File: src/rtl/lsu_pkg.sv
// Shared load/store unit definitions: funct3 codes, slice width-mode codes and FSM states.
package lsu_pkg;

  localparam int unsigned MEM_AW = 11;

  localparam logic [2:0] F3_B  = 3'b000;
  localparam logic [2:0] F3_H  = 3'b001;
  localparam logic [2:0] F3_W  = 3'b010;
  localparam logic [2:0] F3_BU = 3'b100;
  localparam logic [2:0] F3_HU = 3'b101;

  localparam logic [1:0] WMODE_WORD = 2'b00;
  localparam logic [1:0] WMODE_HALF = 2'b01;
  localparam logic [1:0] WMODE_BYTE = 2'b10;

  typedef enum logic [1:0] {
    ST_IDLE,
    ST_ISSUE,
    ST_CAPTURE,
    ST_RESP
  } lsu_state_e;

endpackage

File: src/rtl/lsu_access_check.sv
// Combinational request decode: legality, range, width/sign codes and slice offset.
// Build option: MISALIGN_TRAP_EN makes misaligned halfword/word accesses fault.
module lsu_access_check
  import lsu_pkg::*;
#(
  parameter logic [31:0] BASE_ADDR   = 32'h0000_0000,
  parameter int unsigned SLICE_BYTES = 2048
) (
  input  logic              we_i,
  input  logic [2:0]        funct3_i,
  input  logic [31:0]       addr_i,
  output logic              fault_o,
  output logic [1:0]        width_mode_o,
  output logic              signed_mode_o,
  output logic [MEM_AW-1:0] offset_o
);

  logic [31:0] off;
  logic        legal_f3;
  logic        in_range;
  logic        misaligned;

  // Addresses below BASE_ADDR wrap to a huge offset, so one compare covers both bounds.
  assign off      = addr_i - BASE_ADDR;
  assign in_range = (off < SLICE_BYTES);
  assign offset_o = off[MEM_AW-1:0];

  always_comb begin
    legal_f3      = 1'b1;
    width_mode_o  = WMODE_WORD;
    signed_mode_o = 1'b0;
    case (funct3_i)
      F3_B: begin
        width_mode_o  = WMODE_BYTE;
        signed_mode_o = 1'b1;
      end
      F3_H: begin
        width_mode_o  = WMODE_HALF;
        signed_mode_o = 1'b1;
      end
      F3_W: width_mode_o = WMODE_WORD;
      F3_BU: begin
        width_mode_o = WMODE_BYTE;
        legal_f3     = !we_i;
      end
      F3_HU: begin
        width_mode_o = WMODE_HALF;
        legal_f3     = !we_i;
      end
      default: legal_f3 = 1'b0;
    endcase
  end

`ifdef MISALIGN_TRAP_EN
  assign misaligned = ((width_mode_o == WMODE_HALF) && addr_i[0]) ||
                      ((width_mode_o == WMODE_WORD) && (addr_i[1:0] != 2'b00));
`else
  assign misaligned = 1'b0;
`endif

  assign fault_o = !legal_f3 || !in_range || misaligned;

endmodule

File: src/rtl/load_store_unit.sv
// Load/store unit bridging a core request/response port to a 2K memory slice.
// Build option: define MISALIGN_TRAP_EN to fault misaligned halfword/word accesses.
module load_store_unit
  import lsu_pkg::*;
#(
  parameter logic [31:0] BASE_ADDR   = 32'h0000_0000,
  parameter int unsigned SLICE_BYTES = 2048
) (
  input  logic              clk,
  input  logic              rst,
  input  logic              req_valid,
  output logic              req_ready,
  input  logic              req_we,
  input  logic [2:0]        req_funct3,
  input  logic [31:0]       req_addr,
  input  logic [31:0]       req_wdata,
  output logic              resp_valid,
  input  logic              resp_ready,
  output logic [31:0]       resp_rdata,
  output logic              resp_err,
  output logic              mem_ren,
  output logic              mem_wen,
  output logic [1:0]        mem_width_mode,
  output logic              mem_signed_mode,
  output logic [MEM_AW-1:0] mem_addr,
  output logic [31:0]       mem_wdata,
  input  logic [31:0]       mem_rdata
);

  lsu_state_e        state_q, state_d;
  logic              we_q;
  logic [1:0]        wmode_q;
  logic              smode_q;
  logic [MEM_AW-1:0] addr_q;
  logic [31:0]       wdata_q;
  logic              err_q;
  logic [31:0]       rdata_q;

  logic              chk_fault;
  logic [1:0]        chk_wmode;
  logic              chk_smode;
  logic [MEM_AW-1:0] chk_off;
  logic              accept;

  lsu_access_check #(
    .BASE_ADDR  (BASE_ADDR),
    .SLICE_BYTES(SLICE_BYTES)
  ) u_check (
    .we_i         (req_we),
    .funct3_i     (req_funct3),
    .addr_i       (req_addr),
    .fault_o      (chk_fault),
    .width_mode_o (chk_wmode),
    .signed_mode_o(chk_smode),
    .offset_o     (chk_off)
  );

  assign accept = (state_q == ST_IDLE) && req_valid && !rst;

  always_comb begin
    state_d         = state_q;
    req_ready       = 1'b0;
    resp_valid      = 1'b0;
    resp_rdata      = '0;
    resp_err        = 1'b0;
    mem_ren         = 1'b0;
    mem_wen         = 1'b0;
    mem_width_mode  = '0;
    mem_signed_mode = 1'b0;
    mem_addr        = '0;
    mem_wdata       = '0;
    case (state_q)
      ST_IDLE: begin
        req_ready = !rst;
        if (accept) state_d = chk_fault ? ST_RESP : ST_ISSUE;
      end
      ST_ISSUE, ST_CAPTURE: begin
        mem_ren         = !we_q;
        mem_wen         = we_q && (state_q == ST_ISSUE);
        mem_width_mode  = wmode_q;
        mem_signed_mode = smode_q;
        mem_addr        = addr_q;
        mem_wdata       = wdata_q;
        if (state_q == ST_ISSUE) state_d = we_q ? ST_RESP : ST_CAPTURE;
        else                     state_d = ST_RESP;
      end
      ST_RESP: begin
        resp_valid = 1'b1;
        resp_rdata = rdata_q;
        resp_err   = err_q;
        if (resp_ready) state_d = ST_IDLE;
      end
      default: state_d = ST_IDLE;
    endcase
  end

  // funct3 is latched in decoded form (width/sign codes); nothing downstream needs the raw field.
  always_ff @(posedge clk or posedge rst) begin
    if (rst) begin
      state_q <= ST_IDLE;
      we_q    <= 1'b0;
      wmode_q <= '0;
      smode_q <= 1'b0;
      addr_q  <= '0;
      wdata_q <= '0;
      err_q   <= 1'b0;
      rdata_q <= '0;
    end else begin
      state_q <= state_d;
      if (accept) begin
        we_q    <= req_we;
        wmode_q <= chk_wmode;
        smode_q <= chk_smode;
        addr_q  <= chk_off;
        wdata_q <= req_wdata;
        err_q   <= chk_fault;
        rdata_q <= '0;
      end else if (state_q == ST_CAPTURE) begin
        rdata_q <= mem_rdata;
      end
    end
  end

endmodule

File: config.mk
export PLATFORM = sky130hd
export DESIGN_NAME = load_store_unit
export DESIGN_NICKNAME = d
export VERILOG_FILES = /design/src/rtl/lsu_pkg.sv /design/src/rtl/lsu_access_check.sv /design/src/rtl/load_store_unit.sv
export SDC_FILE = /design/constraint.sdc
export NUM_CORES = 1
export LEC_CHECK = 0
export CORE_MARGIN = 3
export CORE_UTILIZATION = 41
export CTS_CLUSTER_DIAMETER = 50
export CTS_CLUSTER_SIZE = 28
export DETAILED_ROUTE_END_ITERATION = 10
export PLACE_DENSITY_LB_ADDON = 0.2
export SLEW_MARGIN = 20
export SYNTH_ARGS = -nofsm -noshare
export SYNTH_HDL_FRONTEND = slang
export SYNTH_SLANG_ARGS = --single-unit
File: constraint.sdc
create_clock -name clk -period 3.8 [get_ports clk]
set_clock_uncertainty 0.2 [all_clocks]
set_input_delay 0.76 -clock clk [delete_from_list [all_inputs] [get_ports clk]]
set_output_delay 0.76 -clock clk [all_outputs]
set_load 0.01 [all_outputs]
# After elaboration in Yosys (flattened, before gate mapping)
# Index checks and enable logic that the tools add are counted.
dict set report classes {
  addsub 0
  n_mul 0
  n_div 0
  order_cmp 1
  n_eq_ne 9
  shifts 0
  mux 21
  bitwise 0
  n_reduce_logical 19
}
# cell count
set op_table {}
lappend op_table {{$mux 32} 4}
lappend op_table {{$lt 32x12->1 const B} 1}
lappend op_table {{$mux 11} 1}
lappend op_table {{$reduce_or 2->1} 5}
lappend op_table {{$mux 1} 9}
lappend op_table {{$mux 2} 4}
lappend op_table {{$eq 3x3->1 const B} 2}
lappend op_table {{$pmux 2 s3} 1}
lappend op_table {{$logic_not 1->1} 5}
lappend op_table {{$eq 2x2->1 const B} 2}
lappend op_table {{$ne 2x2->1 const B} 2}
lappend op_table {{$pmux 2 s2} 1}
lappend op_table {{$eq 3x1->1 const B} 1}
lappend op_table {{$eq 3x2->1 const B} 1}
lappend op_table {{$logic_and 1x1->1} 3}
lappend op_table {{$logic_not 3->1} 1}
lappend op_table {{$reduce_or 3->1} 1}
lappend op_table {{$eq 2x1->1 const B} 1}
lappend op_table {{$logic_not 2->1} 1}
lappend op_table {{$pmux 1 s2} 1}
lappend op_table {{$reduce_and 2->1} 1}
lappend op_table {{$reduce_bool 2->1} 1}
lappend op_table {{$logic_or 1x1->1} 1}
dict set report totals {
  ff_bits 82
  latchBits 0
  ramBits 0
  romBits 0
  mem_count 0
}

# Logic depth before layout (Yosys ltp)
dict set report depth {
  depth_word 8
  ltp_mapped 8
  depth_no_buf 6
}

# Modules after synthesis
# From an unflattened synthesis, not the netlist that was laid out.
dict set report hier_totals {
  hier_cells 337
  area_unflattened_um2 4210.3
}
# mod instances cells_each area_each_um2 seq_area_each_um2
set modules_own_cells {}
lappend modules_own_cells {load_store_unit 1 314 4053.9 2052.0}
lappend modules_own_cells {lsu_access_check 1 23 156.4 0.0}

# Least setup slack after synthesis
# No wires, ideal clock.
dict set report synth_path {
  kind {register -> output}
  from {register state_q[0]}
  to {output port mem_addr[0]}
  arrival_ps 1334
  t_required_ps 2840
  path_slack_ps 1506
  path_stages_with_launch 6
  n_path_buf 2
  path_cell_list {dfrtp_1 > inv_1 > ha_1 > clkbuf_1 > clkbuf_1 > and2_1}
}
dict set report synth_between {
  elab_chain_cells 3
  word_cells_on_any_way 4
  classes_between {eq/ne: 2; mux: 1; reduce/logical: 1}
}
# item line_no
set synth_lines {}
lappend synth_lines {{start, declared} load_store_unit.sv:30} ;# lsu_state_e state_q, state_d;
lappend synth_lines {{start signal, assigned} load_store_unit.sv:109} ;# state_q <= state_d;
lappend synth_lines {{$eq 2x1->1 or $eq 2x2->1 (tied branches)} load_store_unit.sv:72} ;# case (state_q)
lappend synth_lines {{$reduce_or 2->1 *} load_store_unit.sv:72}
lappend synth_lines {{$mux 11 *} load_store_unit.sv:72}
lappend synth_lines {{end, declared} load_store_unit.sv:25} ;# output logic [MEM_AW-1:0] mem_addr,
# Every way passes the cells marked *; elsewhere a longest branch is shown, timed or not.

# Worst setup path in the final report
dict set report layout_path {
  from {register state_q[0]}
  to {output port mem_wdata[13]}
}
dict set report layout_between {
  elab_chain_cells 3
  word_cells_on_any_way 4
  classes_between {eq/ne: 2; mux: 1; reduce/logical: 1}
}
# item line_no
set layout_lines {}
lappend layout_lines {{$eq 2x1->1 or $eq 2x2->1 (tied branches)} load_store_unit.sv:72}
lappend layout_lines {{$reduce_or 2->1 *} load_store_unit.sv:72}
lappend layout_lines {{$mux 32 *} load_store_unit.sv:72}
lappend layout_lines {{end, declared} load_store_unit.sv:26} ;# output logic [31:0] mem_wdata,
# Marked as above.

==> summary by stage <==
CTS
TritonCTS created 9 clock buffers. The clock passes through at most 2 buffers. The CTS tree is done. The clock reaches the later pin of the worst-skew pair after 0.34 ns. Buffers inserted to repair hold after CTS numbered 0. Once the clock tree was built, the setup fixing pass inserted 0 buffers. Clock-pin slew was measured on the worst setup and hold paths at approximately 0.080 ns. CTS saw 82 sinks. The post-cts resize count is 0. The H-tree depth is 3. In this run the clock root is driven by a sky130_fd_sc_hd__clkbuf_8.

Setup path
STA classifies the critical path endpoint as an output pin. The startpoint identified for the worst register-to-register timing path is state_q[1]. Across all register-to-register paths, the minimum setup slack is 1.45 ns. The arrival time of the worst setup path is 2.28 ns. The endpoint of the lowest-slack register-to-register path is err_q. The path depth of the worst reg2reg path is 7. The largest fanout on the critical path is 36. For the worst setup path, the data required time is about 2.8 ns. STA classifies the critical path startpoint as a flop.

The type of the worst setup path is flop to output pin.

Pwr
The power density over cell area is between 700 and 800 mW/mm^2. The total power after layout is between 0.004 and 0.005 W. The leakage power total is around 2.7 nW.

VDD sags by at most between 0.4 and 0.5 mV.

Synth
Of all flip-flops after synthesis, the portion carrying an async set or reset was between 90% and 100%. After synthesis the cells add up to around 0.0039 mm^2. The multiplexer share of the synthesized area is under 10%. Yosys attributes the largest share of cell area to sky130_fd_sc_hd__dfrtp_1 (53%), sky130_fd_sc_hd__and2_1 (13%), sky130_fd_sc_hd__nand2_1 (13%).

The most common flop cell mapped by yosys is sky130_fd_sc_hd__dfrtp_1. The netlist uses 24 different library cells. The dominant combinational cell family by area after synthesis is simple AND/OR/NAND/NOR gates.

Counting flops with a built-in enable in the synthesized netlist gives 0. The synthesized netlist devotes around a third of its cell area to simple gates. The synthesized netlist devotes 0% of its cell area to XOR and XNOR gates. In this run the biggest area consumer among cell types represents 52.9% of the synthesized area. The post-synthesis average cell area is 9.18 um^2.

Yosys printed 0 warnings. The number of synthesized register bits is 82. The area fraction in compound gates after synthesis is ~1.6%. The number of nets in the synthesized netlist is ~530.

Of all cell types, the one taking the most synthesized area is sky130_fd_sc_hd__dfrtp_1. Counting every instance in the synthesized netlist gives roughly 420. The adder-cell area share of the yosys netlist is under 10%. Summing the sequential cell areas from Yosys gives a little over half of the chip area.

Floorplan
The placeable core region is roughly 0.009 mm^2. The die is between 100 and 150 um wide. The y dimension of the die is ~100 um. The initial utilization of the core area, before any placement, comes to a little over two fifths. The floorplan step defined a die boundary enclosing 0.0107 mm^2.

After floorplanning, the core was divided into 34 placement rows. 187 I/O pins were placed.

Placement
Once placement completed, the tool counted placed cells totaling slightly above 700. The congestion estimate from routability-driven global placement came to 0.778. Summed over all nets, the half-perimeter wirelength after detailed placement is between 7 and 8 mm. The pre-CTS setup slack is around 0.89 ns. The number of buffer cells added on primary ports is about 190.

Routing
The average wire per standard cell is about 15 um. The average vias per placed instance is between 4 and 5. The detailed-routing iteration count for the pre-antenna-repair pass is 6. The detailed-route wire length is 10.7 mm. The via total after detailed routing is about 3,400. The initial detailed-routing violation count is 77. In this run the remaining antenna-violating nets after routing total 0. For this run, design rule violations remaining after detail routing come to 0.

STA
At the pin with the least slew margin, the transition time is between 1 and 1.5 ns. Setup repair after global routing left no endpoint under its margin. Setup violations remaining at the end of the flow were counted as 0.

The clock period could shrink to 3.24 ns. Based on the critical path, the design can be clocked at up to 0.309 GHz. The number of hold violations in the final report is 0. The final setup TNS is 0 ns. The final setup slack of the worst path is roughly 0.56 ns.

The number of max-slew violations in the final report was 0. The headroom to the max-slew limit is between 30 and 40%. The period utilization is 85.3%.

GRT
Entering global routing, the biggest net connects 49 pins. The first global-routing pass estimated approximately 17 mm of wire. In the global route stage, overall resource usage came out at 20.1%.

The via count of the first global-routing pass came to about 3,400. The initial antenna violation count is 0. The remaining global-route overflow is 0.

Layout
The antenna diode count is 0. The net count of the finished layout is between 700 and 800. The top cell types in the final layout, fill and taps aside, are sky130_fd_sc_hd__clkdlybuf4s50_1 (186), sky130_fd_sc_hd__nand2_1 (135), sky130_fd_sc_hd__dfrtp_1 (82). The filler cell count is 732. The ratio of cells with drive above 1 in the final layout is 3.96%. Leaving out fill and tap cells, the most frequent cell in the layout is sky130_fd_sc_hd__clkdlybuf4s50_1.

Leaving out filler cells and counting taps, the final layout contains approximately 730. The layout-stage area growth over the synthesis result is 56.0%.

Flow run
The number of violations of the max-capacitance limit is 0.

Worst hold path
The worst hold path terminates at addr_q[1]. The startpoint identified for the worst hold timing path is addr_q[1]. The worst hold path belongs to the class flop to flop.

The worst hold path passes through 2 cells.

Outcome
The run finished with clean final reports.
-- per-stage QoR --
| step | utilization [%] | hold slack (ns) | area, um^2 |
|---|---|---|---|
| 3_5_place_dp | 65.1 | 0.255 | 5840 |
| 4_1_cts | 67.5 | 0.275 | 6050 |
| 5_1_grt | 67.5 | 0.302 | 6050 |
| 2_1_floorplan | - | 0.237 | 3880 |
| 6_report | 67.5 | 0.270 | 6050 |
| 3_3_place_gp | 65.1 | 0.249 | 5840 |
-- state kept, by name (all words and copies together) (netlist names) --
| name | flops |
|---|---|
| addr_q | 11 |
| smode_q | 1 |
| rdata_q | 32 |
| wdata_q | 32 |
| err_q | 1 |
| wmode_q | 2 |
| state_q | 2 |
| we_q | 1 |
-- kinds of logic (layout without fill, tap and decap cells) --
kind of cell | Yosys count | after routing
buffers and inverters | 30 | 213
AOI/OAI and AO/OA | 9 | 9
adders and majority gates | 4 | 4
and+or+nand+nor | 266 | 266
DFF | 82 | 82
muxes | 32 | 32
-- where the power goes --
part / switching [W] / internal, W / total (W)
clock: 0.000309 / 0.000373 / 0.000681
combinational: 0.00109 / 0.00132 / 0.00241
sequential: 0.000205 / 0.00129 / 0.00149
-- per-layer routing --
layer	routed length [um]	GRT usage, %	part of all wire, %	vias up
met2	5200	34.3	48	132
met4	109	5.48	1.0	0
met3	749	4.36	7.0	9
met1	4680	25.9	44	1614
li1	-	-	-	1675
met5	0	0	0	-
-- final cells by class --
type                       count  area [um^2]  share of cell area [%]
sequential                    82         2050                    33.9
clock buffer                  12          135                    2.23
clock inverter                 4         76.3                    1.26
tap                          126          158                    2.60
timing repair buffer         193         1940                    32.0
multi-input combinational    311         1680                    27.7
inverter                       4         16.3                   0.269
-- synth_stat cells (2+ instances only) --
cell type and number:
sky130_fd_sc_hd__and2_1 81, sky130_fd_sc_hd__nor4_1 4, sky130_fd_sc_hd__nand2_1 135, sky130_fd_sc_hd__dfrtp_1 82, sky130_fd_sc_hd__nand3b_1 2, sky130_fd_sc_hd__o211ai_1 2
sky130_fd_sc_hd__ha_1 4, sky130_fd_sc_hd__nor3_1 2, sky130_fd_sc_hd__nor2b_1 2, sky130_fd_sc_hd__o31ai_1 2, sky130_fd_sc_hd__clkbuf_1 12, sky130_fd_sc_hd__o21ai_0 2
sky130_fd_sc_hd__inv_1 4, sky130_fd_sc_hd__mux2i_1 32, sky130_fd_sc_hd__buf_6 4, sky130_fd_sc_hd__nor2_1 36, sky130_fd_sc_hd__buf_2 10
-- how the worst max path moves through the flow --
stage / slack (ns) / from / depth (start not counted) / end
final: 0.56 / state_q[0] / 5 / mem_wdata[13]
after detailed placement: 0.89 / rst / 3 / req_ready
after global routing: 0.38 / state_q[0] / 5 / mem_wdata[19]
after floorplan: 0.73 / rst / 1 / addr_q[0]
after CTS: 0.54 / state_q[0] / 5 / mem_wdata[13]
after global placement: 0.93 / state_q[0] / 5 / mem_addr[10]
-- critical path, stage by stage (launching register included) --
cell	delay [ns]
sky130_fd_sc_hd__dfrtp_1	0.40
sky130_fd_sc_hd__inv_1	0.09
sky130_fd_sc_hd__ha_1	0.52
sky130_fd_sc_hd__buf_12	0.22
sky130_fd_sc_hd__and2_1	0.15
sky130_fd_sc_hd__clkdlybuf4s50_1	0.55
No activity file was read; power rests on OpenSTA's default activity.
